<file path="src/rtl/ram_block_alu_pkg.sv">
// Shared op codes and FSM encoding for the RAM block-operation sequencer.
package ram_block_alu_pkg;

  localparam int OP_WIDTH = 3;

  localparam logic [OP_WIDTH-1:0] OP_ADD  = 3'd0;
  localparam logic [OP_WIDTH-1:0] OP_SUB  = 3'd1;
  localparam logic [OP_WIDTH-1:0] OP_AND  = 3'd2;
  localparam logic [OP_WIDTH-1:0] OP_OR   = 3'd3;
  localparam logic [OP_WIDTH-1:0] OP_XOR  = 3'd4;
  localparam logic [OP_WIDTH-1:0] OP_NOTA = 3'd5;
  localparam logic [OP_WIDTH-1:0] OP_MOVA = 3'd6;
  localparam logic [OP_WIDTH-1:0] OP_CMP  = 3'd7;

  typedef enum logic [2:0] {
    StIdle,
    StFetch,
    StExec,
    StWrite,
    StDone
  } state_t;

endpackage

</file>
<file path="src/rtl/ram_block_alu_core.sv">
// Combinational element ALU; cout is carry-out for ADD and borrow-out for SUB/CMP.
module ram_block_alu_core
  import ram_block_alu_pkg::*;
#(
  parameter int WIDTH = 8
) (
  input  logic [WIDTH-1:0]    a,
  input  logic [WIDTH-1:0]    b,
  input  logic [OP_WIDTH-1:0] op,
  input  logic                cin,
  output logic [WIDTH-1:0]    result,
  output logic                cout
);

  logic [WIDTH:0] sum;
  logic [WIDTH:0] diff;

  assign sum  = {1'b0, a} + {1'b0, b} + {{WIDTH{1'b0}}, cin};
  assign diff = {1'b0, a} - {1'b0, b} - {{WIDTH{1'b0}}, cin};

  always_comb begin
    result = '0;
    cout   = 1'b0;
    case (op)
      OP_ADD:          {cout, result} = sum;
      OP_SUB, OP_CMP:  {cout, result} = diff;
      OP_AND:          result = a & b;
      OP_OR:           result = a | b;
      OP_XOR:          result = a ^ b;
      OP_NOTA:         result = ~a;
      OP_MOVA:         result = a;
      default:         result = '0;
    endcase
  end

endmodule

</file>
<file path="src/rtl/ram_block_alu.sv">
// Sequences one ALU op element-wise over a RAM block (fetch/exec/write per word).
// Optional RAM_BLOCK_ALU_FLAGS_EN chains carry/borrow across elements and tracks zero.
module ram_block_alu
  import ram_block_alu_pkg::*;
#(
  parameter int AWIDTH = 8,
  parameter int WIDTH  = 8
) (
  input  logic                clk,
  input  logic                rst,
  input  logic                start,
  input  logic [OP_WIDTH-1:0] op,
  input  logic [AWIDTH-1:0]   src_a,
  input  logic [AWIDTH-1:0]   src_b,
  input  logic [AWIDTH-1:0]   dst,
  input  logic [AWIDTH-1:0]   len,
  output logic                busy,
  output logic                done,
  output logic [AWIDTH-1:0]   port_a_address,
  input  logic [WIDTH-1:0]    port_a_out,
  output logic [AWIDTH-1:0]   port_b_address,
  input  logic [WIDTH-1:0]    port_b_out,
  output logic [AWIDTH-1:0]   port_c_address,
  output logic [WIDTH-1:0]    port_c_data,
  output logic                port_c_we,
  output logic                carry,
  output logic                zero
);

  state_t              state_q, state_d;
  logic [OP_WIDTH-1:0] op_q;
  logic [AWIDTH-1:0]   src_a_q, src_b_q, dst_q, len_q;
  logic [AWIDTH-1:0]   i_q, i_d;
  logic                accept;
  logic                last;
  logic [AWIDTH-1:0]   a_base, b_base;
  logic [WIDTH-1:0]    res;
  logic                cin, cout;

  assign last   = (i_q == (len_q - AWIDTH'(1)));
  assign a_base = accept ? src_a : src_a_q;
  assign b_base = accept ? src_b : src_b_q;
  assign busy   = (state_q == StFetch) || (state_q == StExec) || (state_q == StWrite);
  assign done   = (state_q == StDone);

  always_comb begin
    state_d = state_q;
    i_d     = i_q;
    accept  = 1'b0;
    case (state_q)
      StIdle: begin
        if (start) begin
          accept  = 1'b1;
          i_d     = '0;
          state_d = (len == '0) ? StDone : StFetch;
        end
      end
      StFetch: state_d = StExec;
      StExec:  state_d = StWrite;
      StWrite: begin
        if (last) begin
          state_d = StDone;
        end else begin
          i_d     = i_q + AWIDTH'(1);
          state_d = StFetch;
        end
      end
      StDone:  state_d = StIdle;
      default: state_d = StIdle;
    endcase
  end

  always_ff @(posedge clk or posedge rst) begin
    if (rst) begin
      state_q        <= StIdle;
      i_q            <= '0;
      op_q           <= '0;
      src_a_q        <= '0;
      src_b_q        <= '0;
      dst_q          <= '0;
      len_q          <= '0;
      port_a_address <= '0;
      port_b_address <= '0;
      port_c_address <= '0;
      port_c_data    <= '0;
      port_c_we      <= 1'b0;
    end else begin
      state_q <= state_d;
      i_q     <= i_d;
      if (accept) begin
        op_q    <= op;
        src_a_q <= src_a;
        src_b_q <= src_b;
        dst_q   <= dst;
        len_q   <= len;
      end
      // Addresses are presented for the whole FETCH cycle; RAM data lands in EXEC.
      if (state_d == StFetch) begin
        port_a_address <= a_base + i_d;
        port_b_address <= b_base + i_d;
      end
      if (state_q == StExec) begin
        port_c_address <= dst_q + i_q;
        port_c_data    <= res;
      end
      port_c_we <= (state_q == StExec) && (op_q != OP_CMP);
    end
  end

  ram_block_alu_core #(
    .WIDTH(WIDTH)
  ) u_core (
    .a      (port_a_out),
    .b      (port_b_out),
    .op     (op_q),
    .cin    (cin),
    .result (res),
    .cout   (cout)
  );

`ifdef RAM_BLOCK_ALU_FLAGS_EN
  logic carry_q, zero_q;

  always_ff @(posedge clk or posedge rst) begin
    if (rst) begin
      carry_q <= 1'b0;
      zero_q  <= 1'b0;
    end else if (accept) begin
      carry_q <= 1'b0;
      zero_q  <= 1'b1;
    end else if (state_q == StExec) begin
      if ((op_q == OP_ADD) || (op_q == OP_SUB) || (op_q == OP_CMP)) begin
        carry_q <= cout;
      end
      zero_q <= zero_q & (res == '0);
    end
  end

  assign cin   = carry_q;
  assign carry = carry_q;
  assign zero  = zero_q;
`else
  logic unused_cout;

  assign unused_cout = cout;
  assign cin         = 1'b0;
  assign carry       = 1'b0;
  assign zero        = 1'b0;
`endif

endmodule

</file>
<file path="config.mk">
export PLATFORM = sky130hd
export DESIGN_NAME = ram_block_alu
export DESIGN_NICKNAME = d
export VERILOG_FILES = /design/src/rtl/ram_block_alu_pkg.sv /design/src/rtl/ram_block_alu_core.sv /design/src/rtl/ram_block_alu.sv
export SDC_FILE = /design/constraint.sdc
export NUM_CORES = 1
export LEC_CHECK = 0
export BUFFER_PORTS_ARGS = -buffer_cell sky130_fd_sc_hd__buf_2
export CAP_MARGIN = 10
export CORE_MARGIN = 2
export CORE_UTILIZATION = 35
export DETAILED_ROUTE_END_ITERATION = 8
export PLACE_DENSITY = 0.56
export SLEW_MARGIN = 20
export SYNTH_ARGS = -nofsm -noshare
export SYNTH_HDL_FRONTEND = slang
export SYNTH_SLANG_ARGS = --single-unit
</file>
<file path="constraint.sdc">
create_clock -name clk -period 5.4 [get_ports clk]
set_clock_uncertainty 0.15 [all_clocks]
set_input_delay 1.08 -clock clk [delete_from_list [all_inputs] [get_ports clk]]
set_output_delay 1.08 -clock clk [all_outputs]
set_load 0.005 [all_outputs]
</file>
**After elaboration in Yosys (flattened, before gate mapping)**

Index checks and enable logic that the tools add are counted.

- Reduce and logical (&&, ||, !) cells: 7
- Eq/ne operators: 14
- Bitwise gates (word level): 4
- Multiplexer cells: 12
- Add/sub/neg operators: 7

Operators by type and width:

| kind | count |
|---|---|
| $pmux W8 S7 | 1 |
| $add A8 B8 Y8 | 4 |
| $mux W8 | 4 |
| $pmux W8 S2 | 1 |
| $eq A3 B3 Y1 const B | 5 |
| $eq A3 B2 Y1 const B | 4 |
| $pmux W3 S4 | 1 |
| $eq A3 B1 Y1 const B | 3 |
| $mux W3 | 3 |
| $add A8 B1 Y8 const B | 1 |
| $and A8 B8 Y8 | 1 |
| $eq A8 B8 Y1 | 1 |
| $logic_not A8 Y1 | 1 |
| $not A8 Y8 | 1 |
| $or A8 B8 Y8 | 1 |
| $sub A8 B1 Y8 const B | 1 |
| $sub A8 B8 Y8 | 1 |
| $xor A8 B8 Y8 | 1 |
| $logic_not A3 Y1 | 2 |
| $ne A3 B3 Y1 const B | 1 |
| $logic_or A1 B1 Y1 | 2 |
| $mux W1 | 2 |
| $reduce_or A2 Y1 | 1 |
| $logic_and A1 B1 Y1 | 1 |

- Output and inout port bits: 37
- Bits of input ports: 54
- Word-level logic and storage cells: 56
- Register bits after elaboration: 79

**Longest topological paths before layout**

- Depth in word-level cells: 5
- Mapped depth: 17
- Depth with buffers taken out: 17

**Hierarchy**

From an unflattened synthesis, not the netlist that was laid out.

- Cell total of the unflattened synthesis: 671
- Area total of the unflattened synthesis: 5875.6 sq um

By module, submodules not included:

| module | area an instance (sq um) | seq. area each (sq um) | times used | cells each |
|---|---|---|---|---|
| ram_block_alu | 4473.0 | 1976.9 | 1 | 484 |
| ram_block_alu_core | 1402.6 | 0.0 | 1 | 187 |

**Worst setup path before layout**

OpenSTA, ideal clock, no wires.

- Kind: register to register
- Start: register len_q[0]
- End: register port_a_address[7]
- Path buffers: 1
- Clock period less this slack: 4.098 ns
- Cell stages (with the launch flop): 18
- Arrival time: 3.823 ns
- Slack: 1.302 ns
- Path through: dfrtp_1 inv_1 ha_1 or3b_2 nor3_1 xnor2_1 o2111ai_4 and2b_1 buf_6 a22o_1 ha_1 a21o_1 a211oi_1 nor2_1 o41ai_1 xnor2_1 xnor2_1 mux2_2

- Cells in the longest elaborated chain, start to end: 5

Ends and longest elaborated chain:

| item | RTL line | RTL |
|---|---|---|
| from (decl) | ram_block_alu.sv:32 | `logic [AWIDTH-1:0] src_a_q, src_b_q, dst_q, len_q;` |
| from (signal assigned) | ram_block_alu.sv:95 | `len_q <= len;` |
| $sub A8 B1 Y8 | ram_block_alu.sv:40 | `assign last = (i_q == (len_q - AWIDTH'(1)));` |
| $eq A8 B8 Y1 | ram_block_alu.sv:40 |  |
| $mux W8 | ram_block_alu.sv:61 | `if (last) begin` |
| $pmux W8 S2 | ram_block_alu.sv:50 | `case (state_q)` |
| named net i_d[1] | ram_block_alu.sv:33 | `logic [AWIDTH-1:0] i_q, i_d;` |
| $add A8 B8 Y8 | ram_block_alu.sv:99 | `port_a_address <= a_base + i_d;` |
| to (signal assigned) | ram_block_alu.sv:99 |  |
| to (decl) | ram_block_alu.sv:19 | `output logic [AWIDTH-1:0] port_a_address,` |

The timed path passes the listed nets, and every way through them passes these cells.
A chain may end at the register's enable or synchronous reset.

**Final worst setup path**

- Start: register len_q[0]
- End: register port_b_address[7]

- Cells in the longest elaborated chain, start to end: 5

Ends and longest elaborated chain:

| item | RTL line | RTL |
|---|---|---|
| $sub A8 B1 Y8 | ram_block_alu.sv:40 |  |
| $eq A8 B8 Y1 | ram_block_alu.sv:40 |  |
| $mux W8 | ram_block_alu.sv:61 |  |
| $pmux W8 S2 | ram_block_alu.sv:50 |  |
| named net i_d[1] | ram_block_alu.sv:33 |  |
| $add A8 B8 Y8 | ram_block_alu.sv:100 | `port_b_address <= b_base + i_d;` |
| to (signal assigned) | ram_block_alu.sv:100 |  |
| to (decl) | ram_block_alu.sv:21 | `output logic [AWIDTH-1:0] port_b_address,` |

The timed path passes the listed nets, and every way through them passes these cells.

==> implementation parameters <==
Parameter                              Value

Synth
  Most used flip-flop cell after synthesis    dfrtp_1
  Yosys Warn Count    0
  Register bit count reported by yosys    79
  Cell taking the most area after synthesis    dfrtp_1
  Number of standard cells after synthesis    575
  Netlist Area Pre-Place    0.005210 mm2
  Number of enable-type register cells in the synthesized netlist    0
  Count of unique library cells instantiated by Yosys    57
  Most common cell in the netlist    nand2_1
  Sequential element share of the synthesized area    0.3794
  Most used standard cells in the synthesized netlist    130 x nand2_1, 79 x dfrtp_1, 47 x ha_1, 38 x inv_1, 36 x o21ai_0
  Fraction of registers with async set/reset    1.000
  Largest cells by area after synthesis    dfrtp_1 38%, ha_1 11%, nand2_1 9.4%, xnor2_1 4.9%, o21ai_0 3.5%
  Mapped Avg Cell Area    9.061 um2
  Fraction of post-synthesis cell area in the top cell type by area    0.3794

Final layout
  Count of placed standard cells in the final layout, fillers left out    847
  Finished Cell Area    0.006111 mm2
  Relative area change from synthesis to final layout    17.29%
  Number of filler cells placed in the layout    1464
  Fraction of layout instances using a drive strength above 1    0.2036
  Final net count    764
  Number of diodes    0

Floorplanning
  Standard cell core area    0.01453 mm2
  Row cnt    44
  Overall die width    126.0 um
  Total I/O pin count    91
  Area of the die    0.01588 mm2
  Die Span Y    126.0 um
  Initial standard-cell utilization of the core    0.3585

Global route
  Overflow after GRT    0
  Number of antenna violations at the first check in global routing    0
  Maximum number of pins on one net before global-route repair    53
  Total routing usage reported by global routing    0.1702
  First-pass GRT wire length    21.89 mm
  Number of global-route vias before repair    4397

CTS
  Clock-pin transition on the worst setup and hold timing paths    60 ps
  Clock Sink Count    79
  Deepest level of the CTS H-tree    3
  TritonCTS Buffers    9
  Clock insertion delay at the later pin of the skew report    340 ps
  Count of hold-fix buffers inserted at cts    0
  Number of cells upsized or downsized after cts    0
  Number of buffers inserted by post-CTS setup repair    0
  TritonCTS clock tree    built
  Maximum clock path buffer count    2
  Clock tree root driver cell    clkbuf_16

Power
  Net Sw Frac    0.4127
  Max rail drop VDD    319.6 uV
  Fraction of power consumed by sequential logic    0.311
  Logic gate share of total power    0.525
  Standby leakage power    0.003119 uW
  Areal power density over the cells    584.2 mW/mm2
  Internal power consumption    2097 uW
  Clock share of power    0.164
  Net switching power of the design    1473 uW

Placed design
  Routability Congestion    0.9233
  Post-place instance area    0.005831 mm2
  PortBufs    88
  Placed instance count    832
  Post-DP HPWL    9.458 mm

Detailed routing
  Initial DRC count    191
  Total via count in the routed design    4309
  Mean number of vias per cell    5.087
  Final antenna-violating net count    0
  Per-cell routed wire length    15.08 um
  First-pass iteration count of the detailed router    4
  Routed WL    12.78 mm
  DRC viols    0

Critical path
  Maximum fanout along the worst path    8
  Library cell contributing the largest single delay on the critical path    or3b_2
  Data required time at the worst endpoint    5470 ps
  Type of the worst setup path    reg2reg
  Kind of end point of the critical path    flip-flop
  Most common cell type on the critical path    xnor2_1
  Series of cell instances along the critical path    inv_1, ha_1, or3b_2, nor3_1, xnor2_1, o2111ai_4, or2_2, nand2b_1, a22o_1, ha_1, a21o_1, a211oi_1, nor2_1, o41ai_1, xnor2_1, xnor2_1, mux2_2
  Crit path largest cell delay    480 ps
  Arrival time of data at the critical path endpoint    4500 ps
  Kind of start point of the critical path    flip-flop

STA
  Max Clock Freq    225.6 MHz
  Setup repair after global routing missed its margin    false
  Final slew viol count    0
  Transition time at the pin with the least slew margin    898.3 ps
  Number of failing hold endpoints at the final stage    0
  Part of the cycle the worst path needs    0.8209
  Relative slew margins    0.4011
  Tmin final    4433 ps
  Final setup violating endpoints    0
  Setup TNS    0 ps

Min path
  Class of the tightest hold or removal check    reg2reg

Run status
  Status    finished, final reports clean

Run
  Number of violations of the max-capacitance limit    0
worst paths after layout:
path                                                     from  slack (ps)  depth (start not counted)                            end
worst min register to register  port_c_address[2]$_DFFE_PP0P_         320                          2  port_c_address[2]$_DFFE_PP0P_
worst min-delay path            port_c_address[2]$_DFFE_PP0P_         320                          2  port_c_address[2]$_DFFE_PP0P_
worst max register to register           len_q[0]$_DFFE_PP0P_         970                         17  port_b_address[7]$_DFFE_PP0N_
worst max-delay path                     len_q[0]$_DFFE_PP0P_         970                         17  port_b_address[7]$_DFFE_PP0N_
min in group asynchronous                                 rst         740                          2  port_b_address[3]$_DFFE_PP0N_
max in group asynchronous                                 rst        3450                          3  port_c_address[0]$_DFFE_PP0P_
registers in the layout, summed over array words and instances (netlist names), 8 cells and up:
name / count
port_c_address: 8
src_a_q: 8
dst_q: 8
src_b_q: 8
len_q: 8
port_b_address: 8
port_a_address: 8
port_c_data: 8
i_q: 8
layout by cell type (no fill, tap or decap), drive strengths merged, types with 5 or more instances in the layout:
cell type | Yosys | final
a211oi | 6 | 6
a21o | 9 | 9
a21oi | 28 | 28
a31oi | 5 | 5
buf | 5 | 93
clkbuf | 16 | 11
dfrtp | 79 | 79
ha | 47 | 47
inv | 38 | 37
mux2 | 20 | 20
mux2i | 8 | 8
nand2 | 130 | 130
nor2 | 27 | 27
nor2b | 5 | 5
nor3 | 11 | 11
o21ai | 36 | 36
o22ai | 6 | 6
xnor2 | 29 | 29
xor2 | 12 | 12
per-stage QoR:
| step | hold WS [ps] | power [uW] | util | worst slack [ps] |
|---|---|---|---|---|
| floorplan | 296.4 | 2458 | - | 1302 |
| global placement | 311.7 | 2948 | 0.4012 | 1092 |
| detailed placement | 317.4 | 2987 | 0.4012 | 1005 |
| CTS | 330.6 | 3597 | 0.4205 | 976.7 |
| global route | 364.6 | 3907 | 0.4205 | 622.8 |
| finish | 323.4 | 3570 | 0.4205 | 967.0 |
power by group through the flow:
stage / logic, uW / registers, uW / clock network (uW)
finish: 1880 / 1110 / 586
global placement: 1840 / 1110 / 0
CTS: 1890 / 1110 / 601
detailed placement: 1870 / 1120 / 0
floorplan: 1440 / 1020 / 0
global route: 2120 / 1160 / 631
cell type report:
class	instances	area, um2	area share
Clock inverter	4	47.55	0.007781
Sequential cell	79	1977	0.3235
Multi-Input combinational cell	438	3002	0.4912
Tap cell	184	230.2	0.03767
Inverter	38	143.9	0.02355
Timing Repair Buffer	93	478.0	0.07821
Clock buffer	11	232.7	0.03808
critical path: cells and delay by family, from the launching register on:
family                   cells  cell delay (ps)
buffers and inverters        1               90
XOR/XNOR                     3              450
AO/OA/AOI/OAI                5             1270
flip-flops                   1              420
multiplexers                 1              260
adder cells (fa/ha/maj)      2              470
AND/OR/NAND/NOR              5             1190
per-layer routing:
metal | wire length (um) | global-route usage | vias to the layer above
li1 | - | - | 2130
met1 | 6277 | 0.2395 | 2047
met2 | 5771 | 0.2657 | 113
met3 | 496 | 0.03398 | 19
met4 | 230 | 0.05171 | 0
met5 | 0 | 0 | -
cells by family after synthesis:
| kind of cell | synth area share |
|---|---|
| simple gates | 0.1667 |
| mux | 0.06508 |
| fa+ha+maj | 0.1282 |
| other cells | 0.0007198 |
| buf+inv | 0.04683 |
| xor+xnor | 0.06892 |
| flops | 0.3794 |
| compound gates | 0.1441 |
No activity file was read; power rests on OpenSTA's default activity.
